**config.mk**
```make
export PLATFORM = sky130hd
export DESIGN_NAME = tt_um_mac_pipe
export DESIGN_NICKNAME = d
export VERILOG_FILES = /design/src/rtl/mac_pkg.sv /design/src/rtl/mac_sat_add.sv /design/src/rtl/tt_um_mac_pipe.sv
export SDC_FILE = /design/constraint.sdc
export NUM_CORES = 1
export LEC_CHECK = 0
export ABC_CLOCK_PERIOD_IN_PS = 5500
export BUFFER_PORTS_ARGS = -buffer_cell sky130_fd_sc_hd__buf_2
export CAP_MARGIN = 20
export CORE_AREA = 2 2 65 67
export CTS_BUF_LIST = sky130_fd_sc_hd__clkbuf_8 sky130_fd_sc_hd__clkbuf_16
export DETAILED_ROUTE_END_ITERATION = 8
export DIE_AREA = 0 0 67 69
export GPL_ROUTABILITY_DRIVEN = 0
export PLACE_DENSITY = 0.63
export SKIP_CTS_REPAIR_TIMING = 1
export SYNTH_ARGS = -nofsm -noshare
export SYNTH_HDL_FRONTEND = slang
export SYNTH_HIERARCHICAL = 1
export SYNTH_SLANG_ARGS = --single-unit
```
**constraint.sdc**
```tcl
create_clock -name clk -period 5.5 [get_ports clk]
set_input_delay 0.275 -clock clk [delete_from_list [all_inputs] [get_ports clk]]
set_output_delay 0.275 -clock clk [all_outputs]
set_load 0.05 [all_outputs]
```
**src/rtl/mac_pkg.sv**
```systemverilog
// Shared constants and helpers for the pipelined multiply-accumulate unit.
// Functions work on a wide scratch vector; callers size the result down.
package mac_pkg;

  localparam int MAX_W = 64;

  // Largest representable accumulator value: all ones, or 0111..1 when signed.
  function automatic logic [MAX_W-1:0] acc_max(input int acc_w, input bit is_signed);
    logic [MAX_W-1:0] r;
    r = '0;
    for (int i = 0; i < MAX_W; i++) begin
      if (i < acc_w - (is_signed ? 1 : 0)) r[i] = 1'b1;
    end
    return r;
  endfunction

  // Smallest representable accumulator value: zero, or 1000..0 when signed.
  function automatic logic [MAX_W-1:0] acc_min(input int acc_w, input bit is_signed);
    logic [MAX_W-1:0] r;
    r = '0;
    if (is_signed) r[acc_w-1] = 1'b1;
    return r;
  endfunction

  // Extend a prod_w-bit product to full scratch width (zero or sign fill).
  function automatic logic [MAX_W-1:0] ext_prod(input logic [MAX_W-1:0] prod,
                                                input int prod_w, input bit is_signed);
    logic [MAX_W-1:0] r;
    r = prod;
    for (int i = 0; i < MAX_W; i++) begin
      if (i >= prod_w) r[i] = is_signed & prod[prod_w-1];
    end
    return r;
  endfunction

endpackage

```
**src/rtl/mac_sat_add.sv**
```systemverilog
// Combinational accumulator adder with overflow detect and optional clamp.
module mac_sat_add
  import mac_pkg::*;
#(
  parameter int ACC_W  = 8,
  parameter int SIGNED = 0
) (
  input  logic [ACC_W-1:0] a_i,
  input  logic [ACC_W-1:0] b_i,
  input  logic             sat_en_i,
  output logic [ACC_W-1:0] sum_o,
  output logic             ovf_o
);

  localparam logic [ACC_W-1:0] MAX_V = ACC_W'(acc_max(ACC_W, SIGNED != 0));
  localparam logic [ACC_W-1:0] MIN_V = ACC_W'(acc_min(ACC_W, SIGNED != 0));

  logic [ACC_W:0]   raw;
  logic [ACC_W-1:0] clamp;

  // Add, flag overflow, and pick the wrapped or clamped result.
  always_comb begin
    // NOTE: every combinational output gets a default first so no path leaves it unassigned (no latch).
    raw   = {1'b0, a_i} + {1'b0, b_i};
    ovf_o = 1'b0;
    clamp = MAX_V;
    if (SIGNED != 0) begin
      ovf_o = (a_i[ACC_W-1] == b_i[ACC_W-1]) && (raw[ACC_W-1] != a_i[ACC_W-1]);
      clamp = a_i[ACC_W-1] ? MIN_V : MAX_V;
    end else begin
      ovf_o = raw[ACC_W];
    end
    sum_o = (ovf_o && sat_en_i) ? clamp : raw[ACC_W-1:0];
  end

endmodule

```
**src/rtl/tt_um_mac_pipe.sv**
```systemverilog
// Two-stage pipelined multiply-accumulate: stage 1 registers the product,
// stage 2 folds it into the accumulator with wrap or saturate.
module tt_um_mac_pipe
  import mac_pkg::*;
#(
  parameter int IN_W   = 4,
  parameter int ACC_W  = 8,
  parameter int SIGNED = 0,
  parameter int CNT_W  = 4
) (
  input  logic             clk,
  input  logic             rst_n,
  input  logic             in_valid,
  input  logic             in_clear,
  input  logic             sat_en,
  input  logic [IN_W-1:0]  a,
  input  logic [IN_W-1:0]  b,
  output logic [ACC_W-1:0] acc_out,
  output logic             out_valid,
  output logic             overflow,
  output logic [CNT_W-1:0] term_cnt
);

  localparam int PROD_W = 2 * IN_W;

  if (IN_W < 2) begin : g_bad_in_w
    $error("tt_um_mac_pipe: IN_W must be >= 2");
  end
  if (ACC_W < PROD_W || ACC_W > MAX_W) begin : g_bad_acc_w
    $error("tt_um_mac_pipe: ACC_W must be in [2*IN_W, 64]");
  end

  // Stage 1 state
  logic [PROD_W-1:0] prod_q, prod_d;
  logic              v1_q, c1_q, s1_q;

  // Stage 2 state
  logic [ACC_W-1:0]  acc_q, acc_d;
  logic              out_valid_q;
  logic              ovf_q, ovf_d;
  logic [CNT_W-1:0]  cnt_q, cnt_d;

  logic [PROD_W-1:0] a_ext, b_ext;
  logic [ACC_W-1:0]  prod_ext, sum;
  logic              add_ovf;

  // Operands widened to product width so the low half of the product is exact.
  always_comb begin
    a_ext  = {{IN_W{(SIGNED != 0) && a[IN_W-1]}}, a};
    b_ext  = {{IN_W{(SIGNED != 0) && b[IN_W-1]}}, b};
    prod_d = a_ext * b_ext;
  end

  // Stage 1 register: product plus the sample's control bits.
  always_ff @(posedge clk or negedge rst_n) begin
    // NOTE: state is updated with <= so every flop samples pre-edge values regardless of block order.
    if (!rst_n) begin
      prod_q <= '0;
      v1_q   <= 1'b0;
      c1_q   <= 1'b0;
      s1_q   <= 1'b0;
    end else begin
      prod_q <= prod_d;
      v1_q   <= in_valid;
      c1_q   <= in_clear;
      s1_q   <= sat_en;
    end
  end

  assign prod_ext = ACC_W'(ext_prod(MAX_W'(prod_q), PROD_W, SIGNED != 0));

  mac_sat_add #(
    .ACC_W (ACC_W),
    .SIGNED(SIGNED)
  ) u_add (
    .a_i     (acc_q),
    .b_i     (prod_ext),
    .sat_en_i(s1_q),
    .sum_o   (sum),
    .ovf_o   (add_ovf)
  );

  // Stage 2 next state: clear/load, accumulate, or hold.
  always_comb begin
    acc_d = acc_q;
    ovf_d = ovf_q;
    cnt_d = cnt_q;
    if (c1_q) begin
      acc_d = v1_q ? prod_ext : '0;
      cnt_d = v1_q ? CNT_W'(1) : '0;
      ovf_d = 1'b0;
    end else if (v1_q) begin
      acc_d = sum;
      ovf_d = ovf_q | add_ovf;
      if (cnt_q != '1) cnt_d = cnt_q + CNT_W'(1);
    end
  end

  // Stage 2 register: accumulator, sticky flag, counter and output strobe.
  always_ff @(posedge clk or negedge rst_n) begin
    if (!rst_n) begin
      acc_q       <= '0;
      out_valid_q <= 1'b0;
      ovf_q       <= 1'b0;
      cnt_q       <= '0;
    end else begin
      acc_q       <= acc_d;
      out_valid_q <= v1_q;
      ovf_q       <= ovf_d;
      cnt_q       <= cnt_d;
    end
  end

  assign acc_out   = acc_q;
  assign out_valid = out_valid_q;
  assign overflow  = ovf_q;
  assign term_cnt  = cnt_q;

endmodule
```
== Word-level counts from Yosys, hierarchy flattened ==
Cells that the tools add are included.

* Register bits: 25
* Logic and storage cells: 27
* Bits of input ports: 13
* Output and inout bits: 14

* Add/subtract/negate cells: 2
* $mul: 1
* Mux-type cells: 10
* Equal/unequal tests: 1
* Reduce and logical (&&, ||, !) cells: 4
* Bitwise operators: 1

{| class="wikitable"
|+ Operators by type and width
! kind !! number
|-
| $mux 8 || 4
|-
| $mux 4 || 3
|-
| $add 8x8->9 || 1
|-
| $mul 4x4->8 || 1
|-
| $add 4x1->4 const B || 1
|-
| $ne 4x4->1 const B || 1
|-
| $reduce_bool 2->1 || 2
|-
| $mux 1 || 3
|-
| $reduce_and 2->1 || 1
|-
| $logic_and 1x1->1 || 1
|-
| $or 1x1->1 || 1
|}

== Depth between registers and ports, before layout ==
* Word-level depth: 5
* Depth in mapped cells: 10
* Depth with buffers taken out: 10

== By module ==
The synthesis kept the hierarchy.

{| class="wikitable"
|+ By module, submodules not included
! module !! area an instance (sq um) !! instances !! sequential area each (sq um) !! cells an instance
|-
| tt_um_mac_pipe || 1,361.3 || 1 || 625.6 || 124
|-
| mac_sat_add || 391.6 || 1 || 0.0 || 51
|}

== Worst setup path before layout ==
No wires, ideal clock.

* Path kind: input port to flip-flop
* Start point: in a[0]
* End point: reg prod_q[6] (netlist: prod_ext[6])
* Stages on the path: 10
* Data required time: 5,377 ps
* Arrival: 2,289 ps
* Path slack: 3,089 ps
* Library setup time: 123 ps
* Path buffers: 0
* Cell sequence: nand2_1 -> fa_1 -> inv_1 -> fa_1 -> inv_1 -> fa_1 -> inv_1 -> a21o_1 -> a21oi_1 -> xnor2_1

* Longest elaborated chain between the ends: 1

{| class="wikitable"
|+ Ends and longest elaborated chain
! what !! RTL line !! text
|-
| from (decl) || tt_um_mac_pipe.sv:16 || <nowiki>input logic [IN_W-1:0] a,</nowiki>
|-
| $mul 4x4->8 || tt_um_mac_pipe.sv:51 || <nowiki>prod_d = a_ext * b_ext;</nowiki>
|-
| named net prod_d[6] || tt_um_mac_pipe.sv:34 || <nowiki>logic [PROD_W-1:0] prod_q, prod_d;</nowiki>
|-
| to (signal assigned) || tt_um_mac_pipe.sv:63 || <nowiki>prod_q <= prod_d;</nowiki>
|-
| to (decl) || tt_um_mac_pipe.sv:34 ||
|}

The timed path passes the listed nets, and every way through them passes these cells.
A chain may end at the register's enable or synchronous reset.

== Final worst setup path ==
* Start point: reg acc_q[0] (netlist: acc_out[0])
* End point: reg acc_q[7] (netlist: acc_out[7])

* Longest elaborated chain between the ends: 5

{| class="wikitable"
|+ Ends and longest elaborated chain
! what !! RTL line !! text
|-
| from (decl) || tt_um_mac_pipe.sv:38 || <nowiki>logic [ACC_W-1:0] acc_q, acc_d;</nowiki>
|-
| from (signal assigned) || tt_um_mac_pipe.sv:102 || <nowiki>acc_q <= '0;</nowiki>
|-
| from (signal assigned) || tt_um_mac_pipe.sv:107 || <nowiki>acc_q <= acc_d;</nowiki>
|-
| $add 8x8->9 * || mac_sat_add.sv:24 || <nowiki>raw = {1'b0, a_i} + {1'b0, b_i};</nowiki>
|-
| $logic_and 1x1->1 || mac_sat_add.sv:33 || <nowiki>sum_o = (ovf_o && sat_en_i) ? clamp : raw[ACC_W-1:0];</nowiki>
|-
| $mux 8 * || mac_sat_add.sv:33 ||
|-
| named net sum[7] || tt_um_mac_pipe.sv:44 || <nowiki>logic [ACC_W-1:0] prod_ext, sum;</nowiki>
|-
| $mux 8 * || tt_um_mac_pipe.sv:92 || <nowiki>end else if (v1_q) begin</nowiki>
|-
| $mux 8 * || tt_um_mac_pipe.sv:88 || <nowiki>if (c1_q) begin</nowiki>
|}

Mark *: on every way through the listed nets, which the timed path passes. The rest lies on a longest branch. The select of a mux whose other input is x is not followed.

==> results by group <==
Timing
  • Slew margin rel.: 0.490
  • Worst Hold Margin: -0.0163 ns
  • Final Skew: 0.00604 ns
  • RSZ-0062 raised after global routing: false
  • Crit path time final: 2.42 ns
  • Setup tns final: 0 ns
  • Final-report max-slew violation count: 0
  • Fmax: 0.414 GHz
  • Final Hold Vio Count: 25
  • Final setup fails: 0
  • Final setup margin: 3.08 ns
  • Worst-Margin Slew: 0.764 ns
  • Tcrit/Tclk final: 0.439

Clock network
  • Clock Latency Late Sink: 0.27 ns
  • Reg clk slew, reported paths: 0.09 ns
  • CTS tree: built
  • Clock Tree Buf Depth: 2
  • Clock sinks: 25
  • CTS Buf Count: 3
  • H-tree Lvls: 1
  • Root buffer cell: clkbuf_8

Synthesis
  • #FFs+latches synth: 25
  • Post-synthesis sequential area ratio: 0.357
  • Cell variety after synth: 37
  • Synth Instances: 175
  • Synth Warn #: 6
  • Mapped cell area: 1750 um2
  • Post-synthesis net count: 214
  • Avg Cell Area, Syn: 10.0 um2

Layout
  • Post-Layout Inst Area: 1970 um2
  • Antenna cells: 0
  • # nets final: 241
  • Layout cells sized above 1: 0.174
  • Commonest cells after routing, fill and taps aside: 26 x buf_2, 25 x dfrtp_1, 21 x ha_1
  • Synth-to-Final Area Change: 12.2%
  • Most common cell after layout, fill and taps aside: buf_2
  • Area of the multi-input gates: 1060 um2
  • Register area: 626 um2
  • Fill cells: 388
  • Final Instance Count excl. Fillers: 251

Floorplan
  • Die Wd: 67 um
  • I/O pins: 27
  • Chip Height: 69 um
  • Die area: 4620 um2
  • Core area: 3910 um2
  • Row count: 23
  • Initial Utilization: 0.448

Worst setup path
  • CP Capture Type: flip-flop
  • CP top delay family: compound AO/OA/AOI/OAI gates
  • Cell Chain, Critical Path: ha_1 -> fa_1 -> a21o_1 -> a221oi_2 -> o21a_4 -> o2111ai_1 -> mux2i_1 -> o21ai_0
  • WP data required: 5.63 ns
  • Worst path max stage delay: 0.42 ns
  • Crit start category: flip-flop
  • CP max-delay cell: dfrtp_1
  • Worst-path fanout max: 9
  • CP arrival: 2.55 ns
  • Buf+Inv Stages, Crit Path: 0
  • Worst Setup Path Type: flip-flop to flip-flop

Place
  • Placed cell count: 247
  • IO buf count: 26
  • HPWL Detailed: 2810 um
  • Place WS: 2.87 ns
  • Area after DPL: 1920 um2

Job
  • Max-cap viol count: 0

Outcome
  • Failing checks: negative hold slack
  • Outcome: finished, violations left

Global route
  • GRT Total Usage: 0.170
  • First-pass GRT wire length: 6160 um
  • Initial antenna violation count: 0
  • Vias in the first global route: 1422
  • Largest net degree at the start of global routing: 26
  • Grt ovf: 0

Drt
  • Pre-antenna DRT Iters: 4
  • Final WL: 3580 um
  • Post-DR vias/cell: 5.43
  • Drt first-iter violations: 56
  • Final antenna-violating net count: 0
  • Total number of vias: 1363
  • DRC: 0
  • Avg WL per Cell: 14.2 um

Min path
  • Hold Crit Class: input pin to asynchronous set/reset pin

Power and ir drop
  • Static Leak: 0.00101 uW
  • Pwr Density: 392 nW/um2
  • Max IR drop VDD: 116 uV
-- registers in the layout, summed over array words and instances (netlist names) --
name       flops
acc_out        8
c1_q           1
out_valid      1
overflow       1
prod_ext       8
s1_q           1
term_cnt       4
v1_q           1
-- synth_stat cells (all sizes together) --
cell / number / area share
ha: 21 / 0.15
a31oi: 2 / 0.0071
fa: 5 / 0.057
buf: 3 / 0.014
o2111ai: 2 / 0.010
dfrtp: 25 / 0.36
xor2: 2 / 0.010
xnor2: 5 / 0.025
nor2: 3 / 0.0064
clkbuf: 1 / 0.0021
o21bai: 3 / 0.013
nand4: 1 / 0.0036
and2: 14 / 0.050
nor2b: 2 / 0.0071
a41o: 1 / 0.0057
o21ai: 14 / 0.040
a21boi: 2 / 0.0086
o21a: 1 / 0.0086
a21o: 5 / 0.022
nand2: 18 / 0.039
or3: 1 / 0.0036
nand2b: 2 / 0.0071
a211oi: 2 / 0.011
inv: 11 / 0.024
nand3b: 1 / 0.0043
nand3: 3 / 0.0086
a21oi: 10 / 0.031
o22ai: 1 / 0.0036
a221oi: 1 / 0.0086
nor3: 3 / 0.0086
mux2i: 9 / 0.051
and3: 1 / 0.0036
-- cell type report --
class                           instances  area share
Multi-Input combinational cell        135       0.538
Sequential cell                        25       0.318
Timing Repair Buffer                   26      0.0662
Tap cell                               50      0.0318
Clock buffer                            3      0.0210
Inverter                               11      0.0210
Clock inverter                          1     0.00382
-- where the power goes --
part	switching, uW	total, uW	internal (uW)
clock network	60.2	112	51.3
logic	253	409	156
registers	31.5	250	219
-- worst register-to-register path: stages, from the launching register on --
cell and delay [ns]:
dfrtp_1 0.42, ha_1 0.24, fa_1 0.42, a21o_1 0.24
a221oi_2 0.34, o21a_4 0.26, o2111ai_1 0.13, mux2i_1 0.14
o21ai_0 0.09
-- stage by stage --
step | utilization | power, uW
5_1_grt | 0.503 | 832
4_1_cts | 0.503 | 773
3_3_place_gp | 0.490 | 642
2_1_floorplan | - | 572
6_report | 0.503 | 771
3_5_place_dp | 0.490 | 661
-- cells by family (layout without fill, tap and decap cells) --
group,count (synthesis),in the layout,synth area share
xor+xnor,7,7,0.0350
fa+ha+maj,26,26,0.207
compound gates,44,44,0.169
mux,9,9,0.0514
simple gates,49,49,0.141
flops,25,25,0.357
buf+inv,15,41,0.0393
-- layer usage --
metal  global-route usage  vias to the layer above  part of all wire  routed length (um)
met4               0.0567                        0             0.011                  38
met1                0.205                      663              0.43                1550
li1                     -                      669                 -                   -
met2                0.307                       27              0.53                1890
met5                    0                        -                 0                   0
met3               0.0163                        4             0.026                  93
-- final timing paths --
check	startpoint	end	slack (ns)	cells after the start
worst min register to register	overflow	overflow	0.49	2
worst max-delay path	acc_out[0]	acc_out[7]	3.08	8
max in group asynchronous	rst_n	acc_out[7]	5.14	1
worst max register to register	acc_out[0]	acc_out[7]	3.08	8
min in group clk	in_valid	v1_q	0.10	1
worst min-delay path	rst_n	overflow	-0.02	1
No activity file was read; power rests on OpenSTA's default activity.
